==> src/rtl/fir_decim_out.sv <==
// Decimating output stage for the 4-tap FIR: picks (or averages, with FIR_DECIM_AVG_EN)
// one sample per DECIM and queues it in a show-ahead FIFO with sticky overflow.
module fir_decim_out #(
  parameter int DECIM = 4,
  parameter int DEPTH = 4
) (
  input  logic                      system1000,
  input  logic                      system1000_rst,
  input  logic signed [15:0]        x_t,
  input  logic                      x_valid,
  output logic signed [15:0]        dec_out,
  output logic                      out_valid,
  input  logic                      out_ready,
  output logic [$clog2(DEPTH):0]    level,
  output logic                      overflow,
  input  logic                      ovf_clr
);
  localparam int LG = $clog2(DECIM);
  localparam int PW = (LG > 0) ? LG : 1;
  localparam int AW = $clog2(DEPTH);
  localparam int LW = AW + 1;

  logic [PW-1:0]        ph_q, ph_d;
  logic                 emit;
  logic signed [15:0]   din;

  assign emit = x_valid && (ph_q == PW'(DECIM - 1));

  always_comb begin
    ph_d = ph_q;
    if (x_valid) ph_d = emit ? '0 : ph_q + PW'(1);
  end

`ifdef FIR_DECIM_AVG_EN
  localparam int ACCW = 16 + LG;
  logic signed [ACCW-1:0] acc_q, acc_d, xe, sum, shv;

  assign xe  = ACCW'(x_t);
  assign sum = acc_q + xe;
  assign shv = sum >>> LG;
  assign din = shv[15:0];

  always_comb begin
    acc_d = acc_q;
    if (x_valid) acc_d = emit ? '0 : sum;
  end

  always_ff @(posedge system1000 or posedge system1000_rst)
    if (system1000_rst) acc_q <= '0;
    else                acc_q <= acc_d;
`else
  assign din = x_t;
`endif

  logic signed [15:0] mem_q [DEPTH];
  logic [AW-1:0]      wr_q, wr_d, rd_q, rd_d, rd_inc;
  logic [LW-1:0]      level_q, level_d;
  logic signed [15:0] dout_q, dout_d;
  logic               ovf_q, ovf_d;
  logic               full, empty, pop, push, drop;

  assign full   = (level_q == LW'(DEPTH));
  assign empty  = (level_q == '0);
  assign pop    = !empty && out_ready;
  assign push   = emit && (!full || pop);
  assign drop   = emit && full && !pop;
  assign rd_inc = rd_q + AW'(1);

  always_comb begin
    wr_d    = push ? wr_q + AW'(1) : wr_q;
    rd_d    = pop ? rd_inc : rd_q;
    level_d = level_q;
    if (push && !pop)      level_d = level_q + LW'(1);
    else if (pop && !push) level_d = level_q - LW'(1);
    // dout_q tracks the head after this edge; it holds once the FIFO drains
    dout_d = dout_q;
    if (pop) begin
      if (level_q > LW'(1)) dout_d = mem_q[rd_inc];
      else if (push)        dout_d = din;
    end else if (push && empty) begin
      dout_d = din;
    end
    ovf_d = drop ? 1'b1 : (ovf_clr ? 1'b0 : ovf_q);
  end

  always_ff @(posedge system1000 or posedge system1000_rst)
    if (system1000_rst) begin
      ph_q    <= '0;
      wr_q    <= '0;
      rd_q    <= '0;
      level_q <= '0;
      dout_q  <= '0;
      ovf_q   <= 1'b0;
    end else begin
      ph_q    <= ph_d;
      wr_q    <= wr_d;
      rd_q    <= rd_d;
      level_q <= level_d;
      dout_q  <= dout_d;
      ovf_q   <= ovf_d;
    end

  always_ff @(posedge system1000)
    if (push) mem_q[wr_q] <= din;

  assign dec_out   = dout_q;
  assign out_valid = !empty;
  assign level     = level_q;
  assign overflow  = ovf_q;
endmodule

==> config.mk <==
export PLATFORM = sky130hd
export DESIGN_NAME = fir_decim_out
export DESIGN_NICKNAME = d
export VERILOG_FILES = /design/src/rtl/fir_decim_out.sv
export SDC_FILE = /design/constraint.sdc
export NUM_CORES = 1
export LEC_CHECK = 0
export BUFFER_PORTS_ARGS = -buffer_cell sky130_fd_sc_hd__buf_2
export CELL_PAD_IN_SITES_DETAIL_PLACEMENT = 1
export CELL_PAD_IN_SITES_GLOBAL_PLACEMENT = 1
export CORE_MARGIN = 8
export CORE_UTILIZATION = 53
export CTS_CLUSTER_SIZE = 25
export DETAILED_ROUTE_END_ITERATION = 8
export PLACE_DENSITY_LB_ADDON = 0.3
export SYNTH_ARGS = -nofsm -noshare
export SYNTH_HDL_FRONTEND = slang
export SYNTH_SLANG_ARGS = --single-unit
==> constraint.sdc <==
create_clock -name system1000 -period 4.24 [get_ports system1000]
set_clock_uncertainty 0.1 [all_clocks]
set_input_delay 0.848 -clock system1000 [delete_from_list [all_inputs] [get_ports system1000]]
set_output_delay 0.848 -clock system1000 [all_outputs]
set_load 0.05 [all_outputs]
### Yosys cells after proc, flatten, opt, wreduce, memory -nomap -nowiden

Memory sizes are Yosys's and may differ from the RTL's.
Cells that the tools add are included.

| cells by class | value |
|---|---|
| add/subtract/negate cells | 5 |
| order comparisons | 1 |
| equality and inequality tests | 3 |
| mux-type cells | 11 |
| reduce and logical (&&, ||, !) cells | 18 |

Operators by type and width:

| kind | count |
|---|---|
| two-way mux 16 bit | 4 |
| logical AND 1 bit | 8 |
| adder 2 x 1 -> 2 bit, second input constant | 3 |
| two-way mux 3 bit | 2 |
| nonzero test 2 bit | 3 |
| logical NOT 1 bit | 4 |
| two-way mux 1 bit | 4 |
| adder 3 x 1 -> 3 bit, second input constant | 1 |
| equality test 3 bit, second input constant | 1 |
| greater-than comparator 3 x 1 -> 1 bit, second input constant | 1 |
| logical NOT 3 bit | 1 |
| inequality test 3 x 1 -> 1 bit, second input constant | 1 |
| subtractor 3 x 1 -> 3 bit, second input constant | 1 |
| equality test 2 bit, second input constant | 1 |
| two-way mux 2 bit | 1 |
| AND reduction 2 bit | 1 |
| logical OR 1 bit | 1 |

| word-level totals | value |
|---|---|
| register bits after elaboration | 26 |
| memory bits (writable) | 64 |
| bits of input ports | 21 |
| output and inout bits | 21 |
| word-level logic and storage cells | 45 |
| memories kept | 1 |

Memory list:

| memory | words | width | read ports | clocked after memory_dff | write ports | RTL line | RTL |
|---|---|---|---|---|---|---|---|
| mem_q | 4 | 16 | 1 | 0 | 1 | 55 | `logic signed [15:0] mem_q [DEPTH];` |

### Logic depth before layout (Yosys ltp)

| depth | value |
|---|---|
| depth after elaboration | 9 |
| mapped depth | 8 |
| mapped depth without buffers | 8 |

### Worst setup path before layout

OpenSTA, ideal clock, no wires.

| path | value |
|---|---|
| path kind | input port to flip-flop |
| from | in out_ready |
| to | mem mem_q[0][0] (enable) |
| setup time | 0.374 ns |
| arrival time | 2.050 ns |
| required time | 3.766 ns |
| setup slack | 1.716 ns |
| stages on the path | 4 |
| path buffers | 1 |
| path through | clkbuf_1 inv_1 a31oi_1 and2_1 |

| on the way | value |
|---|---|
| word-level cells in the longest chain between the ends | 5 |

Ends and longest elaborated chain:

| what | RTL line | RTL |
|---|---|---|
| from (decl) | 13 | `input logic out_ready,` |
| logical AND 1 bit | 64 | `assign pop = !empty && out_ready;` |
| logical OR 1 bit | 65 | `assign push = emit && (!full \|\| pop);` |
| logical AND 1 bit | 65 |  |
| via push | 60 | `logic full, empty, pop, push, drop;` |
| two-way mux 1 bit | 104 | `if (push) mem_q[wr_q] <= din;` |
| two-way mux 1 bit (implied by the code) | 104 |  |
| to (decl) | 55 |  |

The timed path passes the listed nets, and every way through them passes these cells.

### Final worst setup path

| path | value |
|---|---|
| from | in out_ready |
| to | mem mem_q[1][7] (enable) |

The elaborated chain is that of the path after synthesis.

==> results by group <==
Routing
  – Final WL: 7980 um
  – Initial DRT Pass Iterations: 4
  – DR WL met2: 4100 um
  – Via density: 6.07
  – DRT iter0 DRCs: 108
  – Via count: 1985
  – Avg WL per Cell: 24.4 um
  – Drt drc: 0
  – Antenna Nets Post-Route: 0
  – Met3 WL: 342 um
  – Metal-1 WL: 3430 um
  – Top Metal Used: met4

Place
  – Setup slack at placement: 0.998 ns
  – Dpl hpwl: 5280 um
  – # port buffers: 41
  – Final RePlAce weighted congestion: 0.694
  – Placed cell area: 0.00392 mm^2

Critical path
  – Critical path capture point type: flop
  – WP data required: 4.11 ns
  – Critical path class: input pin to flop
  – Worst setup SP type: input pin
  – Worst EP arrival: 2.71 ns
  – Slowest stage delay, CP: 0.83 ns
  – Worst path slowest cell: and2_1
  – Critical path fanouts, max: 20
  – Crit path cell chain: buf_2, inv_1, a31oi_1, and2_1

Clock tree
  – Clock latency reported for the late side of the worst-skew pair: 0.34 ns
  – CTS Root Buffer Type: clkbuf_8
  – Total CTS buffers: 9
  – Clock sink count: 90
  – Clock-pin slew on the worst setup and hold paths: 0.08 ns
  – CTS tree: done
  – CTS max path bufs: 2
  – Post-CTS setup buffer count: 0
  – Max H-tree Level: 3
  – PostCTS Resize Cnt: 0
  – Hold_buf cts: 0

Synth
  – Synth Area per Inst: 18.6 um^2
  – Post-synthesis sequential area ratio: 70.4%
  – Number of synthesized register bits: 90
  – Area of the mapped netlist: 0.00365 mm^2
  – Synth Net Count: 227
  – Largest area contributor in the netlist: edfxtp_1
  – Synth Instances: 196
  – Ranking of synthesized cells by area: edfxtp_1 53%, dfrtp_1 18%, mux4_2 5.5%
  – Synth cell types: 30
  – Synth warn: 0
  – Yosys top cell area share: 52.6%

Job
  – Max_cap viols: 0

STA
  – Final Max Tran Viols: 0
  – RSZ-0062 raised after global routing: no
  – # setup viols final: 0
  – Fmax: 351 MHz
  – Worst Slack Setup Final: 1.39 ns
  – Fin crit period: 2.85 ns
  – Fin. Hold Viols: 0
  – Slew HR: 33.5%
  – Period Utilization, post-route: 67.2%
  – Setup TNS: 0 ns
  – Slew @ Worst Pin: 0.998 ns

Die
  – Core Rows: 30
  – Die Ht: 99.0 um
  – Die width: 99.0 um
  – Core outline area: 0.00672 mm^2
  – Die Area: 0.00981 mm^2
  – IO Pins: 42
  – Initial Utilization: 54.4%

GRT
  – Initial antenna violation count: 0
  – First-pass GRT wire length: 13000 um
  – Vias in the first global route: 2311
  – Largest net degree at the start of global routing: 27
  – GR Overflow Total: 0
  – Total Routing Usage GR: 17.7%

Pwr
  – Static Leak: 1.63 nW
  – Worst VDD drop: 420 uV
  – Pwr Density: 705 mW/mm^2

Cells and area
  – Diodes inserted: 0
  – Synthesis-to-layout area growth: 11.8%
  – Commonest non-fill, non-tap cell in the layout: edfxtp_1
  – Layout net count: 273
  – Final core utilization: 60.8%
  – Layout cells sized above 1: 27.9%
  – Most frequent cells in the layout: 64 x edfxtp_1, 41 x buf_2, 26 x dfrtp_1
  – Post-route cell area: 0.00409 mm^2

Worst hold path
  – HP Class: flop to flop

Status
  – Status: finished, final reports clean
## stage by stage
step                      power, W  instances  hold slack (ns)
after floorplan            0.00213        196            0.357
after global placement     0.00235        311            0.377
after detailed placement   0.00241        311            0.385
after CTS                  0.00291        327            0.397
after global routing       0.00304        327            0.406
final                      0.00288        327            0.390
## cell type report
class	count	area [um^2]
Multi-Input combinational cell	91	1000
Tap cell	80	100
Timing Repair Buffer	44	228
Clock inverter	5	31.3
Inverter	6	22.5
Sequential cell	90	2570
Fill cell	616	2630
Clock buffer	11	131
## routing by layer
metal / vias up / track usage [%]
met3: 8 / 4.37
li1: 883 / -
met4: 0 / 5.79
met2: 47 / 30.0
met1: 1047 / 21.5
met5: - / 0
## power by group
group / switching [W] / internal, W
registers: 0.000171 / 0.00111
logic: 0.000676 / 0.000417
clock network: 0.000293 / 0.000213
total: 0.00114 / 0.00174
## sequential cells by signal, indices dropped and copies added, names as in the netlist
name	cells
dec_out	16
level	3
mem_q	64
overflow	1
ph_q	2
rd_q	2
wr_q	2
## worst max-delay path: cells and delay by family
family          cells  cell delay, ns
compound gates      1            0.58
buf+inv             2            0.45
simple gates        1            0.83
## path summary, 6_finish.rpt
check	to	startpoint	depth (start not counted)	slack, ns
min in group asynchronous	dec_out[3]	system1000_rst	3	0.46
max in group asynchronous	dec_out[8]	system1000_rst	3	3.31
setup reg to reg	mem_q[1][7]	level[0]	4	1.57
setup / recovery	mem_q[1][7]	out_ready	4	1.39
hold reg to reg	ph_q[0]	ph_q[0]	1	0.39
hold / removal	ph_q[0]	ph_q[0]	1	0.39
## synth_stat cells
| master | n |
|---|---|
| nand2b_1 | 2 |
| nand2_1 | 4 |
| clkbuf_1 | 5 |
| and3_1 | 16 |
| a41o_1 | 1 |
| mux2_2 | 1 |
| xor2_1 | 2 |
| nand3_1 | 1 |
| buf_2 | 2 |
| inv_1 | 6 |
| a221o_1 | 16 |
| buf_6 | 1 |
| dfrtp_1 | 26 |
| and2_1 | 5 |
| nor2b_1 | 1 |
| buf_12 | 1 |
| mux2i_1 | 2 |
| nor3_2 | 1 |
| a21oi_1 | 1 |
| xnor2_1 | 4 |
| mux4_2 | 9 |
| a31oi_1 | 1 |
| o21bai_1 | 1 |
| mux4_1 | 7 |
| ha_1 | 10 |
| edfxtp_1 | 64 |
| o21ai_0 | 3 |
| o21ai_1 | 1 |
| o21bai_2 | 1 |
| nor2_1 | 1 |
## cells by family after synthesis
group           Yosys count  synth area share [%]
xor+xnor                  6                  1.44
fa+ha+maj                10                  3.42
flops                    90                  70.4
simple gates             31                  5.03
buf+inv                  15                  2.26
compound gates           25                  6.03
mux                      19                  11.4
Note: power is estimated with default switching activity, not from simulation.
